--- config.mk ---
export PLATFORM = sky130hd
export DESIGN_NAME = sonar_scan_sequencer
export DESIGN_NICKNAME = d
export VERILOG_FILES = /design/src/rtl/sonar_scan_sequencer.sv
export SDC_FILE = /design/constraint.sdc
export NUM_CORES = 1
export LEC_CHECK = 0
export CAP_MARGIN = 30
export CORE_ASPECT_RATIO = 0.5
export CORE_MARGIN = 2
export CORE_UTILIZATION = 55
export CTS_BUF_LIST = sky130_fd_sc_hd__clkbuf_8 sky130_fd_sc_hd__clkbuf_16
export DETAILED_ROUTE_END_ITERATION = 7
export DONT_BUFFER_PORTS = 1
export PLACE_DENSITY = 0.73
export RECOVER_POWER = 25
export SYNTH_ARGS = -nofsm -noshare
export SYNTH_HDL_FRONTEND = slang
export SYNTH_SLANG_ARGS = --single-unit
--- constraint.sdc ---
create_clock -name clock -period 2.4 [get_ports clock]
set_input_delay 0.24 -clock clock [delete_from_list [all_inputs] [get_ports clock]]
set_output_delay 0.24 -clock clock [all_outputs]
set_load 0.03 [all_outputs]
--- src/rtl/sonar_scan_sequencer.sv ---
// sonar_scan_sequencer: ping-pong servo sweep, timed measurement and 8-char ASCII frame output; optional re-measure on echo timeout via SCAN_RETRY_EN
module sonar_scan_sequencer #(
  parameter int DWELL        = 100_000_000,
  parameter int ECHO_TIMEOUT = 2_500_000,
  parameter int MAX_RETRY    = 2
) (
  input  logic        clock,
  input  logic        reset,
  input  logic        ligar,
  input  logic        pronto_medida,
  input  logic [11:0] medida,
  input  logic        pronto_transmissao,
  output logic        medir,
  output logic        partida_serial,
  output logic [6:0]  dados_ascii,
  output logic [2:0]  posicao,
  output logic        fim_posicao,
  output logic        erro_medida,
  output logic [3:0]  db_estado
);
  localparam int DW = $clog2(DWELL + 1);
  localparam int TW = $clog2(ECHO_TIMEOUT + 1);
  typedef enum logic [3:0] {
    INICIAL   = 4'd0,
    POSICIONA = 4'd1,
    MEDE      = 4'd2,
    AGUARDA   = 4'd3,
    TRANSMITE = 4'd4,
    ESPERA_TX = 4'd5,
    PROXIMO   = 4'd6,
    AVANCA    = 4'd7
  } state_t;
  state_t        state_q, state_d;
  logic [DW-1:0] dwell_q, dwell_d;
  logic [TW-1:0] tout_q, tout_d;
  logic [2:0]    idx_q, idx_d;
  logic [2:0]    pos_q, pos_d;
  logic          dir_q, dir_d;
  logic [11:0]   dist_q, dist_d;
  logic          medir_q, medir_d;
  logic          partida_q, partida_d;
  logic          fim_q, fim_d;
  logic          erro_q, erro_d;
  logic [6:0]    dados_q, dados_d;
  logic [3:0]    tens, dig;
  logic          bad;
  logic [6:0]    ch;
`ifdef SCAN_RETRY_EN
  localparam int RW = $clog2(MAX_RETRY + 1);
  logic [RW-1:0] retry_q, retry_d;
`endif
  // character for the current frame index: angle digits, comma, distance digits (or '?'), '#'
  always_comb begin
    tens = pos_q[2] ? {1'b0, pos_q[1:0], 1'b0} : {1'b0, pos_q[1:0], 1'b0} + 4'd2;
    dig  = idx_q == 3'd0 ? {3'b0, pos_q[2]} :
           idx_q == 3'd1 ? tens :
           idx_q == 3'd4 ? dist_q[11:8] :
           idx_q == 3'd5 ? dist_q[7:4] :
           idx_q == 3'd6 ? dist_q[3:0] : 4'd0;
    bad  = (erro_q && idx_q[2] && idx_q != 3'd7) || dig > 4'd9;
    ch   = idx_q == 3'd3 ? 7'h2C :
           idx_q == 3'd7 ? 7'h23 :
           bad ? 7'h3F : 7'h30 + {3'b0, dig};
  end
  // next-state and registered-output computation
  always_comb begin
    state_d   = state_q;
    dwell_d   = dwell_q;
    tout_d    = tout_q;
    idx_d     = idx_q;
    pos_d     = pos_q;
    dir_d     = dir_q;
    dist_d    = dist_q;
    erro_d    = erro_q;
    dados_d   = dados_q;
    medir_d   = 1'b0;
    partida_d = 1'b0;
    fim_d     = 1'b0;
`ifdef SCAN_RETRY_EN
    retry_d   = retry_q;
`endif
    case (state_q)
      INICIAL: begin
        dwell_d = '0;
        idx_d   = '0;
        state_d = ligar ? POSICIONA : INICIAL;
      end
      POSICIONA: begin
        if (dwell_q == DW'(DWELL - 1)) state_d = MEDE;
        else dwell_d = dwell_q + 1'b1;
      end
      MEDE: begin
        medir_d = 1'b1;
        tout_d  = '0;
        state_d = AGUARDA;
      end
      AGUARDA: begin
        if (pronto_medida) begin
          dist_d  = medida;
          erro_d  = 1'b0;
          idx_d   = '0;
          state_d = TRANSMITE;
`ifdef SCAN_RETRY_EN
          retry_d = '0;
`endif
        end else if (tout_q == TW'(ECHO_TIMEOUT - 1)) begin
`ifdef SCAN_RETRY_EN
          if (retry_q < RW'(MAX_RETRY)) begin
            retry_d = retry_q + 1'b1;
            state_d = MEDE;
          end else begin
            erro_d  = 1'b1;
            idx_d   = '0;
            state_d = TRANSMITE;
          end
`else
          erro_d  = 1'b1;
          idx_d   = '0;
          state_d = TRANSMITE;
`endif
        end else tout_d = tout_q + 1'b1;
      end
      TRANSMITE: begin
        dados_d   = ch;
        partida_d = 1'b1;
        state_d   = ESPERA_TX;
      end
      ESPERA_TX: state_d = pronto_transmissao ? PROXIMO : ESPERA_TX;
      PROXIMO: begin
        if (idx_q == 3'd7) state_d = AVANCA;
        else begin
          idx_d   = idx_q + 1'b1;
          state_d = TRANSMITE;
        end
      end
      AVANCA: begin
        fim_d   = 1'b1;
        dwell_d = '0;
        dir_d   = dir_q ? pos_q != 3'd0 : pos_q == 3'd7;
        pos_d   = dir_q ? (pos_q == 3'd0 ? 3'd1 : pos_q - 1'b1) : (pos_q == 3'd7 ? 3'd6 : pos_q + 1'b1);
        state_d = ligar ? POSICIONA : INICIAL;
`ifdef SCAN_RETRY_EN
        retry_d = '0;
`endif
      end
      default: state_d = INICIAL;
    endcase
  end
  // state and output registers with synchronous reset
  always_ff @(posedge clock) begin
    if (reset) begin
      state_q   <= INICIAL;
      dwell_q   <= '0;
      tout_q    <= '0;
      idx_q     <= '0;
      pos_q     <= '0;
      dir_q     <= 1'b0;
      dist_q    <= '0;
      medir_q   <= 1'b0;
      partida_q <= 1'b0;
      fim_q     <= 1'b0;
      erro_q    <= 1'b0;
      dados_q   <= '0;
`ifdef SCAN_RETRY_EN
      retry_q   <= '0;
`endif
    end else begin
      state_q   <= state_d;
      dwell_q   <= dwell_d;
      tout_q    <= tout_d;
      idx_q     <= idx_d;
      pos_q     <= pos_d;
      dir_q     <= dir_d;
      dist_q    <= dist_d;
      medir_q   <= medir_d;
      partida_q <= partida_d;
      fim_q     <= fim_d;
      erro_q    <= erro_d;
      dados_q   <= dados_d;
`ifdef SCAN_RETRY_EN
      retry_q   <= retry_d;
`endif
    end
  end
  assign medir          = medir_q;
  assign partida_serial = partida_q;
  assign dados_ascii    = dados_q;
  assign posicao        = pos_q;
  assign fim_posicao    = fim_q;
  assign erro_medida    = erro_q;
  assign db_estado      = state_q;
endmodule

==> metrics.md <==
| Metric | Value |
|---|---|
| DRT iter0 DRCs | `~300` |
| Max Clock Skew | `approximately 8.0 ps` |
| Cts repair resizes | `0` |
| Nets@finish | `between 500 and 600` |
| Routed wire per std cell | `roughly 15 µm` |
| Post-Synthesis Cells | `between 500 and 600` |
| Largest net degree at the start of global routing | `37` |
| Final wirelength | `about 10,000 µm` |
| Period Utilization, post-route | `about 94%` |
| Setup Fix Bufs, Post-CTS | `0` |
| Yosys reg bits | `81` |
| Worst Path Max Fanout | `36` |
| Setup TNS | `0 ps` |
| Vias in the first global route | `3,617` |
| Lkg Pwr | `approximately 1.6 nW` |
| Initial Utilization | `between 50% and 60%` |
| ANT cells | `0` |
| FMAX | `about 440 MHz` |
| Hold Crit Class | `primary input to flop` |
| Final Instance Area | `around 5000 µm²` |
| Post-route ant nets | `0` |
| Ys flop type | `dfxtp_1` |
| GPL Wtd Cong | `~0.84` |
| Max_slew headroom | `48.9%` |
| Peak supply drop | `about 400 µV` |
| IO Port Bufs | `0` |
| Critical path launch point type | `flop` |
| Critical path type | `flop to flop` |
| Root buf cell | `clkbuf_16` |
| Crit path DAT | `approximately 2500 ps` |
| DIE AREA | `about 8700 µm²` |
| Final hold vios | `0` |
| Area growth syn-to-layout | `11.3%` |
| Synth cell types | `just over 60` |
| FF-to-FF Start | `tout_q[14]` |
| Cell Rows | `22` |
| Hold Slack | `~34 ps` |
| Ratio of cells with drive above 1 in the final layout | `10.9%` |
| RSZ-0062 raised after global routing | `no` |
| Power per Cell Area | `760 nW/µm²` |
| Status | `completed` |
| Mean Syn Cell Area | `between 8 and 9 µm²` |
| Drt first pass iters | `5` |
| GRT overflow | `0` |
| CTS Sinks | `around 80` |
| CTS tree | `done` |
| Worst setup EP type | `flop` |
| Via count | `around 4,000` |
| Die W | `between 100 and 150 µm` |
| Proportion of synthesized chip area in sequential cells | `between 30% and 40%` |
| Synthesized cell area | `around 4400 µm²` |
| Hold Crit Start | `medida[9]` |
| Top Ports | `35` |
| Slew Viols, Final | `0` |
| GRT Util Overall | `24.6%` |
| Power Total | `0.00370 W` |
| First-pass GRT wire length | `roughly 17,000 µm` |
| Core Region | `7510 µm²` |
| Post-CTS Hold Buffers | `1` |
| Placed Area | `around 4600 µm²` |
| Max clock buf depth | `2` |
| Detailed-placement wirelength estimate | `~7200 µm` |
| Endpoints failing setup | `0` |
| Max_cap viols | `0` |
| Post-synth EDFFs | `0` |
| Initial antenna violation count | `0` |
| TritonCTS Buffers | `9` |
| Worst Setup SP | `tout_q[14]` |
| Data required time of the worst path | `between 2000 and 3000 ps` |
| Clock-pin slew on the worst setup and hold paths | `~60 ps` |
| CTS H-tree lvls | `3` |
| Worst-margin pin slew | `roughly 760 ps` |
| Async SR Flop Fraction | `0%` |
| Vias/cell | `slightly above 6` |
| Min Tclk post-route | `roughly 2300 ps` |
| Ys Warns | `0` |
| DRC viols | `0` |
| Die H | `~67 µm` |
| Clk Latency, worst-skew pair | `approximately 330 ps` |
cells in the final DEF (no fill, tap or decap), drive strengths merged, types with 3 or more instances in the layout:
cell type / n
inv: 20
nand2b: 3
nand3: 33
a21o: 5
o21ai: 24
nand2: 79
o2111ai: 3
mux2i: 12
nor2: 28
a21oi: 58
ha: 12
a2111o: 3
nand3b: 4
and2: 5
clkbuf: 14
a31oi: 6
a221oi: 4
nand4: 12
buf: 25
o21a: 3
o211ai: 4
or2: 8
o31ai: 20
nor4: 11
nor3: 7
or3: 11
and3: 5
dfxtp: 81
or4: 22
nor3b: 3
registers in the layout, summed over array words and instances (netlist names), 3 cells and up:
signal       count
idx_q            3
tout_q          22
dist_q          12
posicao          3
db_estado        3
dwell_q         27
dados_ascii      6
metrics by stage:
step | setup WS (ps) | std cells | utilization, %
final | 139 | 669 | 64.8
after global routing | 45.3 | 669 | 64.8
after CTS | 138 | 668 | 64.8
after detailed placement | 161 | 652 | 60.7
after global placement | 125 | 651 | 60.6
after floorplan | 210 | 545 | -
cells by family after synthesis:
group | Yosys count | synth area share, %
AO/OA/AOI/OAI | 144 | 20.9
adder cells (fa/ha/maj) | 12 | 3.43
other | 1 | 0.0858
multiplexers | 13 | 3.01
AND/OR/NAND/NOR | 244 | 29.5
buffers and inverters | 47 | 5.52
XOR/XNOR | 2 | 0.401
flip-flops | 81 | 37.1
final cells by class:
| class | count | area, µm² |
|---|---|---|
| Fill cell | 658 | 2650 |
| Sequential cell | 81 | 1620 |
| Tap cell | 108 | 135 |
| Timing Repair Buffer | 29 | 223 |
| Clock inverter | 4 | 43.8 |
| Multi-Input combinational cell | 417 | 2520 |
| Inverter | 19 | 71.3 |
| Clock buffer | 11 | 253 |
synthesized netlist by cell type, types with 12 or more instances:
| library cell | number | area (µm²) |
|---|---|---|
| o21ai_0 | 16 | 80.1 |
| mux2i_1 | 12 | 120 |
| a21oi_1 | 58 | 290 |
| clkbuf_1 | 17 | 63.8 |
| nand4_1 | 12 | 75.1 |
| dfxtp_1 | 81 | 1620 |
| or4_1 | 21 | 158 |
| nand2_1 | 79 | 297 |
| inv_1 | 19 | 71.3 |
| nand3_1 | 33 | 165 |
| ha_1 | 12 | 150 |
| nor2_1 | 28 | 105 |
| o31ai_1 | 20 | 150 |
final timing paths:
kind / endpoint / slack (ps) / cells after the start
worst max-delay path: tout_q[21] / 140 / 6
worst min register to register: dist_q[3] / 450 / 2
worst min-delay path: dist_q[9] / 30 / 2
worst max register to register: tout_q[21] / 140 / 6
critical path: stages (launching register included):
cell      delay, ps
dfxtp_1         330
or4_1           500
or4_4           540
a211oi_4        340
buf_12          220
nor4_1           80
mux2i_1         130
where the power goes:
part           switching [W]  internal [W]  total [W]
clock               0.000519      0.000849    0.00137
sequential         0.0000715       0.00138    0.00146
combinational       0.000567      0.000311   0.000878
total                0.00116       0.00254    0.00370
per-layer routing:
metal | track usage [%] | share of wire [%]
met4 | 7.26 | 1.2
met1 | 30.5 | 47
met2 | 42.1 | 46
met3 | 6.75 | 5.1
met5 | 0 | 0
No activity file was read; power rests on OpenSTA's default activity.
